[config.mk]
export PLATFORM = sky130hd
export DESIGN_NAME = usb_rx_unstuffer
export DESIGN_NICKNAME = d
export VERILOG_FILES = /design/src/rtl/usb_rx_unstuffer_pkg.sv /design/src/rtl/usb_rx_unstuffer.sv
export SDC_FILE = /design/constraint.sdc
export NUM_CORES = 1
export LEC_CHECK = 0
export ABC_AREA = 1
export CORE_MARGIN = 8
export CORE_UTILIZATION = 30
export CTS_CLUSTER_SIZE = 12
export DETAILED_ROUTE_END_ITERATION = 6
export PLACE_DENSITY = 0.54
export SYNTH_ARGS = -nofsm -noshare
export SYNTH_HDL_FRONTEND = slang
export SYNTH_SLANG_ARGS = --single-unit
[constraint.sdc]
create_clock -name clk -period 1.6 [get_ports clk]
set_input_delay 0.32 -clock clk [delete_from_list [all_inputs] [get_ports clk]]
set_output_delay 0.32 -clock clk [all_outputs]
set_load 0.01 [all_outputs]
[src/rtl/usb_rx_unstuffer_pkg.sv]
// Shared types and constants for the USB receive-path bit unstuffer.
package usb_rx_pkg;

   typedef enum logic [1:0] {
      IDLE  = 2'd0,
      SHIFT = 2'd1,
      SKIP  = 2'd2,
      ERR   = 2'd3
   } rx_state_t;

   localparam int USB_MAX_ONES = 6;
   localparam int USB_BYTE_W   = 8;

endpackage

[src/rtl/usb_rx_unstuffer.sv]
// Removes stuffed zeros from the NRZI-decoded bit stream and assembles LSB-first words,
// flagging stuff violations and packets that end mid-word.
module usb_rx_unstuffer
   import usb_rx_pkg::*;
#(
   parameter int DATA_W   = USB_BYTE_W,
   parameter int MAX_ONES = USB_MAX_ONES
) (
   input  logic              clk,
   input  logic              nRST,
   input  logic              en,
   input  logic              pulse,
   input  logic              decoded_bit,
   output logic [DATA_W-1:0] byte_out,
   output logic              byte_valid,
   output logic              stuff_err,
   output logic              align_err
);

   localparam int ONES_W = $clog2(MAX_ONES + 1);
   localparam int BIT_W  = $clog2(DATA_W + 1);

   rx_state_t          state_r,      state_s;
   logic [ONES_W-1:0]  ones_cnt_r,   ones_cnt_s;
   logic [BIT_W-1:0]   bit_cnt_r,    bit_cnt_s;
   logic [DATA_W-1:0]  shift_r,      shift_s;
   logic [DATA_W-1:0]  byte_out_r,   byte_out_s;
   logic               byte_valid_r, byte_valid_s;
   logic               stuff_err_r,  stuff_err_s;
   logic               align_err_r,  align_err_s;
   logic [DATA_W-1:0]  shifted_s;

   assign byte_out   = byte_out_r;
   assign byte_valid = byte_valid_r;
   assign stuff_err  = stuff_err_r;
   assign align_err  = align_err_r;

   // Next-state, counter and output computation for one clk.
   always_comb begin
      state_s      = state_r;
      ones_cnt_s   = ones_cnt_r;
      bit_cnt_s    = bit_cnt_r;
      shift_s      = shift_r;
      byte_out_s   = byte_out_r;
      byte_valid_s = 1'b0;
      stuff_err_s  = 1'b0;
      align_err_s  = 1'b0;
      shifted_s    = {decoded_bit, shift_r[DATA_W-1:1]};

      if (!en) begin
         // Dropping en clears the packet context; a strobe in this cycle is ignored.
         if (state_r != IDLE) begin
            state_s     = IDLE;
            ones_cnt_s  = {ONES_W{1'b0}};
            bit_cnt_s   = {BIT_W{1'b0}};
            shift_s     = {DATA_W{1'b0}};
            align_err_s = (bit_cnt_r != {BIT_W{1'b0}}) && (state_r != ERR);
         end else begin
            state_s = IDLE;
         end
      end else begin
         case (state_r)
            IDLE, SHIFT: begin
               state_s = SHIFT;
               if (pulse) begin
                  shift_s = shifted_s;
                  if (decoded_bit) begin
                     ones_cnt_s = ones_cnt_r + ONES_W'(1);
                     if (ones_cnt_r == ONES_W'(MAX_ONES - 1)) begin
                        state_s = SKIP;
                     end else begin
                        state_s = SHIFT;
                     end
                  end else begin
                     ones_cnt_s = {ONES_W{1'b0}};
                  end
                  // Word completes on the last data bit, independent of any pending stuff bit.
                  if (bit_cnt_r == BIT_W'(DATA_W - 1)) begin
                     byte_out_s   = shifted_s;
                     byte_valid_s = 1'b1;
                     bit_cnt_s    = {BIT_W{1'b0}};
                  end else begin
                     bit_cnt_s = bit_cnt_r + BIT_W'(1);
                  end
               end else begin
                  shift_s = shift_r;
               end
            end
            SKIP: begin
               if (pulse) begin
                  if (decoded_bit) begin
                     stuff_err_s = 1'b1;
                     state_s     = ERR;
                  end else begin
                     ones_cnt_s = {ONES_W{1'b0}};
                     state_s    = SHIFT;
                  end
               end else begin
                  state_s = SKIP;
               end
            end
            ERR: begin
               state_s = ERR;
            end
            default: begin
               state_s = IDLE;
            end
         endcase
      end
   end

   // State, counters, shift register and registered outputs.
   always_ff @(posedge clk or negedge nRST) begin
      if (!nRST) begin
         state_r      <= IDLE;
         ones_cnt_r   <= {ONES_W{1'b0}};
         bit_cnt_r    <= {BIT_W{1'b0}};
         shift_r      <= {DATA_W{1'b0}};
         byte_out_r   <= {DATA_W{1'b0}};
         byte_valid_r <= 1'b0;
         stuff_err_r  <= 1'b0;
         align_err_r  <= 1'b0;
      end else begin
         state_r      <= state_s;
         ones_cnt_r   <= ones_cnt_s;
         bit_cnt_r    <= bit_cnt_s;
         shift_r      <= shift_s;
         byte_out_r   <= byte_out_s;
         byte_valid_r <= byte_valid_s;
         stuff_err_r  <= stuff_err_s;
         align_err_r  <= align_err_s;
      end
   end

endmodule

==> implementation parameters, run 1 <==
Parameter                              Value

Yosys
  Synth Register Bits    27
  Cell type contributing the most total cell area after synthesis    sky130_fd_sc_hd__dfrtp_1
  Share of flip-flops with an asynchronous set or reset    100%
  Cell with the most instances after synthesis    sky130_fd_sc_hd__nand2_1
  Post-Synthesis Mean Instance Area    around 9.0 um2
  Area fraction of the dominant cell type after synthesis    ~52%
  Area contributors post-synth    sky130_fd_sc_hd__dfrtp_1 (52%), sky130_fd_sc_hd__nand2_1 (12%), sky130_fd_sc_hd__inv_1 (6.3%)
  Number of flops mapped to enable cells by yosys    0
  Unique masters post-synth    22
  Dominant combinational cell family by area after synthesis    simple AND/OR/NAND/NOR gates
  Area share of and/or/nand/nor cells after synthesis    22.4%
  Compound-gate portion of the synthesized area    approximately an eighth
  Total nets after synthesis    between 150 and 200
  Cell area after technology mapping    around 0.0013 mm2
  Most used standard cells in the synthesized netlist    sky130_fd_sc_hd__nand2_1 (40), sky130_fd_sc_hd__dfrtp_1 (27), sky130_fd_sc_hd__inv_1 (22), sky130_fd_sc_hd__o21ai_0 (12), sky130_fd_sc_hd__o21ai_2 (7)
  Yosys warning count    0
  Synthesized-area fraction occupied by adder cells    3.84%
  Mapped Cells    144
  Xor/xnor share of the synthesized area    around 1.3%
  Proportion of synthesized chip area in sequential cells    between 50 and 60%
  Mux cell area share after synthesis    0%
  Main flop type after synthesis    sky130_fd_sc_hd__dfrtp_1

Clock network
  Count of cells resized by post-cts repair    0
  Buffer levels on the longest clock path    2
  Number of hold-repair buffers added at the cts stage    0
  Number of levels in the clock H-tree    1
  Buffer type at the clock tree root    sky130_fd_sc_hd__clkbuf_8
  CTS sink cnt    27
  Clock insertion delay at the later pin of the skew report    0.27 ns
  Buffers inserted during post-CTS setup optimization    0
  Clock slew at reported path FFs    about 0.10 ns
  Cts bufs inserted    3
  Clock tree from TritonCTS    yes

Worst setup path
  CP peak stage delay    0.54 ns
  Peak fanout along the critical path    2
  Critical Path RT    around 1.3 ns
  Worst Setup Path Type    reg -> out
  Critical-path cell list    clkdlybuf4s50_1
  Worst setup path start    byte_out[7]
  Kind of start point of the critical path    flip-flop
  WP buf/inv    1
  Nature of the critical path endpoint    primary output
  Reg2reg start    bit_cnt_r[0]
  Crit path max-delay family    buffers and inverters
  Critical-path top delay cell    sky130_fd_sc_hd__clkdlybuf4s50_1
  Crit path DAT    roughly 1.2 ns

Global route
  First-pass GRT wire length    ~4.5 mm
  Number of antenna violations at the first check in global routing    0
  Total Routing Usage GR    about 8.5%
  Pin count of the biggest net entering global routing    28
  Total congestion overflow    0
  Vias in the first global route    ~1000

Detailed routing
  Remaining number of nets flagged by the antenna check after routing    0
  Length of the first detailed-routing pass in iterations    4
  Detailed-route DRC error count    0
  Wire length reported by the detailed router    2.52 mm
  Routed length per instance    about 11 um
  Post-detailed-route via-to-cell ratio    roughly 4.5
  Vias    977
  DR iter-0 viols    42

Pwr
  PD cells    about 780 mW/mm2
  Total Power Consumption    about 1.3 mW
  Max IR drop VDD    just under 0.4 mV
  Leakage Power    0.802 nW

STA
  Actual transition at the worst max-transition pin    roughly 0.35 ns
  Clock period minus final worst setup slack    ~1.5 ns
  Final setup violating endpoints    0
  Normalized max-slew margin    between 70% and 80%
  Setup TNS    0 ns
  Hold violation total from the final report    0
  Max Clk Rate    between 0.6 and 0.7 GHz
  RSZ-0062 raised after global routing    no
  Maximum clock skew at final layout    ~0.0051 ns
  Slew Viols, Final    0
  Final cycle utilization of the critical path    between 90% and 100%

Floorplan
  Die outline width    around 82 um
  Area of the die    around 0.0067 mm2
  Ports    16
  Site row count    24
  Core area    about 0.0043 mm2
  Die Y-Extent    between 80 and 90 um
  Effective utilization at floorplan    a little under a third

Place
  Last weighted congestion value of the routability-driven placer    0.859
  HPWL after detailed placement    between 1.5 and 2 mm
  Buffers on Ports    15

Final layout
  Area growth from synthesis to layout    23.2%
  Fillers    about 450
  Antenna diodes    0
  Final-stage net count    roughly 180
  Layout cell share with drive strength beyond 1    18.0%

Min path
  Worst Hold Class    in -> async

Job
  Count of max-cap constraint violations    0

Outcome
  Result of the run    finished clean
-- cells by family (layout without fill, tap and decap cells) --
kind of cell,after synthesis,in the layout
buffers and inverters,27,50
XOR/XNOR,2,2
AND/OR/NAND/NOR,60,60
AO/OA/AOI/OAI,24,24
adder cells (fa/ha/maj),4,4
flip-flops,27,27
-- stage by stage --
| step | hold slack, ns | utilization, % | instances | instance area [um2] | setup WS (ns) |
|---|---|---|---|---|---|
| 5_1_grt | 0.431 | 37.6 | 219 | 1610 | 0.0210 |
| 3_3_place_gp | 0.459 | 36.5 | 215 | 1560 | 0.0250 |
| 4_1_cts | 0.408 | 37.6 | 219 | 1610 | 0.0673 |
| 2_1_floorplan | 0.0244 | - | 144 | 1300 | 0.402 |
| 6_report | 0.409 | 37.6 | 219 | 1610 | 0.0933 |
| 3_5_place_dp | 0.471 | 36.5 | 215 | 1560 | 0.0154 |
-- power by group --
part,switching [mW],internal [mW]
Sequential,0.0163,0.703
Combinational,0.0839,0.0533
Clock,0.218,0.177
Total,0.319,0.933
-- registers in the layout (all words and copies together), names as in the netlist --
register / count
state_r: 2
ones_cnt_r: 3
bit_cnt_r: 4
shift_r: 7
byte_valid: 1
stuff_err: 1
byte_out: 8
align_err: 1
-- metal layers --
metal / part of all wire (%) / GRT usage [%]
met1: 46 / 10.3
met2: 48 / 13.4
met3: 5.6 / 3.28
met4: 0.32 / 2.98
met5: 0 / 0
-- final timing paths --
path	endpoint	slack, ns	cells after the start
worst min-delay path	byte_out[3]	0.41	2
worst max register to register	byte_out[0]	0.28	8
max in group asynchronous	bit_cnt_r[1]	0.93	2
worst min register to register	byte_out[5]	0.49	2
min in group clk	byte_out[5]	0.49	2
worst max-delay path	byte_out[7]	0.09	1
-- cells in the final DEF, fill, tap and decap left out --
cell,instances
sky130_fd_sc_hd__nand2_1,40
sky130_fd_sc_hd__dfrtp_1,27
sky130_fd_sc_hd__inv_1,22
sky130_fd_sc_hd__clkdlybuf4s50_1,15
sky130_fd_sc_hd__o21ai_0,12
sky130_fd_sc_hd__o21ai_2,7
sky130_fd_sc_hd__nand2_2,5
sky130_fd_sc_hd__buf_4,5
sky130_fd_sc_hd__nor2_1,4
sky130_fd_sc_hd__ha_1,4
sky130_fd_sc_hd__inv_2,3
sky130_fd_sc_hd__nand3_1,3
sky130_fd_sc_hd__o21bai_1,3
sky130_fd_sc_hd__clkbuf_8,3
sky130_fd_sc_hd__nand4_1,2
sky130_fd_sc_hd__nor2_4,2
sky130_fd_sc_hd__xor2_1,2
sky130_fd_sc_hd__a31oi_1,1
sky130_fd_sc_hd__nor3_1,1
sky130_fd_sc_hd__nor3_4,1
sky130_fd_sc_hd__or2_2,1
sky130_fd_sc_hd__a21oi_1,1
sky130_fd_sc_hd__nand3_4,1
sky130_fd_sc_hd__clkinvlp_4,1
sky130_fd_sc_hd__buf_12,1
-- cell type report --
cell class / count / area (um2) / share of cell area (%)
Inverter: 25 / 93.8 / 5.85
Timing Repair Buffer: 21 / 208 / 12.9
Clock buffer: 3 / 41.3 / 2.57
Sequential cell: 27 / 676 / 42.1
Clock inverter: 1 / 7.51 / 0.468
Tap cell: 52 / 65.1 / 4.05
Multi-Input combinational cell: 90 / 514 / 32.0
No activity file was read; power rests on OpenSTA's default activity.
==> run 2, diff against run 1 <==
- GPL_ROUTABILITY_DRIVEN: unset -> 0
- GPL_TIMING_DRIVEN: unset -> 0
==> run 2 against run 1 <==
- sequential power about the same
- wire length decreased by 3.0%
- register-to-register slack got worse by 0.05 ns
- count of clock-buffer cells in the layout unchanged
- critical path depth unchanged
- combinational power decreased by 10%
- clock skew about the same
- worst setup slack got worse by 0.0044 ns
- clock power increased by 2%
- first-iteration DRC count decreased by 26%
- critical endpoint unchanged
- largest cell class unchanged
- largest power group unchanged
- highest routed layer unchanged
==> implementation parameters, run 2 (same netlist as run 1, synthesis figures left out) <==
Parameter                              Value

Final layout
  Area growth from synthesis to layout    19.1%
  Final-stage net count    172 (-2.8%)
  Highest-count cells in the layout ignoring fill and taps    sky130_fd_sc_hd__nand2_1 (40), sky130_fd_sc_hd__dfrtp_1 (27), sky130_fd_sc_hd__inv_1 (22)
  Post-route non-filler standard cell count    214 (-2.3%)
  Most common cell after layout, fill and taps aside    sky130_fd_sc_hd__nand2_1
  Seq. cell area    676 um2 (unchanged)
  Fillers    439 (-2.0%)
  Utilization of the core after routing    36.4% (-1.3 points)
  Flip-flop count of the largest register, all copies and words added    8 (unchanged)
  Layout cell share with drive strength beyond 1    16.7% (-1.3 points)
  Final std cell area, no fill    0.00155 mm2 (-3.4%)
  Footprint of the multi-input gates    514 um2 (unchanged)
  Antenna diodes    0 (unchanged)

STA
  Final cycle utilization of the critical path    94.4% (+0.27 points)
  Actual transition at the worst max-transition pin    0.610 ns (+0.256 ns)
  Clock period minus final worst setup slack    1.51 ns (+0.00435 ns)
  Normalized max-slew margin    59.3% (-17 points)
  RSZ-0062 raised after global routing    no
  Final setup violating endpoints    0 (unchanged)
  Maximum clock skew at final layout    0.00478 ns (-0.000336 ns)
  Hold violation total from the final report    0 (unchanged)
  Hold Slack    0.0375 ns (-0.371 ns)
  Max Clk Rate    0.662 GHz (-0.29%)
  Slew Viols, Final    0 (unchanged)

Worst setup path
  Crit path DAT    1.19 ns (about the same)
  WP buf/inv    1 (unchanged)
  Critical-path top delay cell    sky130_fd_sc_hd__clkdlybuf4s50_1
  Critical-path cell list    clkdlybuf4s50_1
  Crit path max-delay family    buffers and inverters
  CP peak stage delay    0.54 ns (about the same)
  Nature of the critical path endpoint    primary output
  Worst Setup Path Type    reg -> out
  Critical Path RT    1.28 ns (about the same)
  Peak fanout along the critical path    2 (unchanged)
  Kind of start point of the critical path    flip-flop

Detailed routing
  DR iter-0 viols    31 (-26%)
  Post-detailed-route via-to-cell ratio    4.47 (+0.24%)
  Routed length per instance    11.4 um (-0.75%)
  Detailed-route DRC error count    0 (unchanged)
  Remaining number of nets flagged by the antenna check after routing    0 (unchanged)
  Vias    957 (-2.0%)
  Wire length reported by the detailed router    2.44 mm (-3.0%)
  Length of the first detailed-routing pass in iterations    4 (unchanged)

Global route
  Number of antenna violations at the first check in global routing    0 (unchanged)
  Total Routing Usage GR    8.10% (-0.39 points)
  First-pass GRT wire length    4.20 mm (-6.0%)
  Pin count of the biggest net entering global routing    28 (unchanged)
  Vias in the first global route    941 (-7.6%)
  Total congestion overflow    0 (unchanged)

Job
  Count of max-cap constraint violations    0 (unchanged)

Clock network
  Buffer levels on the longest clock path    2 (unchanged)
  Clock tree from TritonCTS    yes
  Number of levels in the clock H-tree    1 (unchanged)
  Buffers inserted during post-CTS setup optimization    0 (unchanged)
  CTS sink cnt    27 (unchanged)
  Cts bufs inserted    3 (unchanged)
  Count of cells resized by post-cts repair    0 (unchanged)
  Number of hold-repair buffers added at the cts stage    0 (unchanged)
  Clock slew at reported path FFs    0.10 ns (about the same)
  Clock insertion delay at the later pin of the skew report    0.28 ns (about the same)
  Buffer type at the clock tree root    sky130_fd_sc_hd__clkbuf_8

Floorplan
  Effective utilization at floorplan    30.5% (unchanged)
  Site row count    24 (unchanged)
  Core area    0.00426 mm2 (unchanged)
  Die outline width    81.9 um (unchanged)
  Area of the die    0.00671 mm2 (unchanged)
  Ports    16 (unchanged)
  Die Y-Extent    81.9 um (unchanged)

Place
  Placed insts    210 (-2.3%)
  Buffers on Ports    14 (-1)
  Instance area at placement    0.00151 mm2 (-3.1%)
  HPWL after detailed placement    1.80 mm (-3.1%)

Outcome
  Result of the run    finished clean

Pwr
  Internal power consumption    0.923 mW (-1.0%)
  Switching Fraction    25.7% (+0.30 points)
  Max IR drop VDD    0.632 mV (+62%)
  Share of total power in sequential cells    57.8% (+0.3 points)
  Combinational cell fraction of total power    9.9% (-1.1 points)
  Switching power    0.320 mW (+0.52%)
  PD cells    802 mW/mm2 (+2.8%)
  Clock network power share    32.3% (+0.7 points)
  Leakage Power    0.775 nW (-3.4%)

Min path
  Worst Hold Class    in -> async
## run 2: cell type report
type                       count  area share [%]
timing repair buffer          14            8.71
tap                           52            4.19
clock inverter                 1           0.484
sequential                    27            43.5
clock buffer                   3            2.66
buffer                         2            1.21
multi-input combinational     90            33.1
inverter                      25            6.05
## run 2: metrics by stage
| stage | worst slack (ns) | TNS [ns] | power [mW] |
|---|---|---|---|
| after global routing | 0.0307 | 0 | 1.31 |
| after CTS | 0.0694 | 0 | 1.27 |
| after global placement | -0.186 | -5.23 | 0.855 |
| after floorplan | 0.402 | 0 | 0.806 |
| after detailed placement | -0.229 | -6.56 | 0.860 |
| final | 0.0889 | 0 | 1.24 |
## run 2: worst paths after layout
| check | slack (ns) | end | from | cells past startpoint |
|---|---|---|---|---|
| max in group asynchronous | 1.16 | align_err | nRST | 1 |
| min in group clk | 0.28 | align_err | en | 2 |
| worst min-delay path | 0.04 | byte_out[2] | nRST | 1 |
| worst max register to register | 0.23 | byte_out[0] | bit_cnt_r[0] | 7 |
| worst min register to register | 0.49 | byte_out[0] | shift_r[1] | 2 |
| worst max-delay path | 0.09 | byte_out[7] | byte_out[7] | 1 |
## run 2: power groups by stage
stage          Combinational [mW]  Sequential [mW]  Clock, mW
3_3_place_gp                0.124            0.731          0
5_1_grt                     0.142            0.722      0.450
3_5_place_dp                0.128            0.732          0
4_1_cts                     0.129            0.719      0.423
6_report                    0.123            0.718      0.402
2_1_floorplan              0.0750            0.731          0
## run 2: routing by layer
layer / wire length, um / global-route usage [%]
met1: 1130 / 9.75
met4: 18 / 2.28
met2: 1150 / 13.2
met5: 0 / 0
met3: 143 / 3.06
==> run 3, diff against run 2 <==
- CTS_CLUSTER_DIAMETER: unset -> 200
==> results of run 3 <==
Final layout, timing and power as in run 2 (identical DEF).
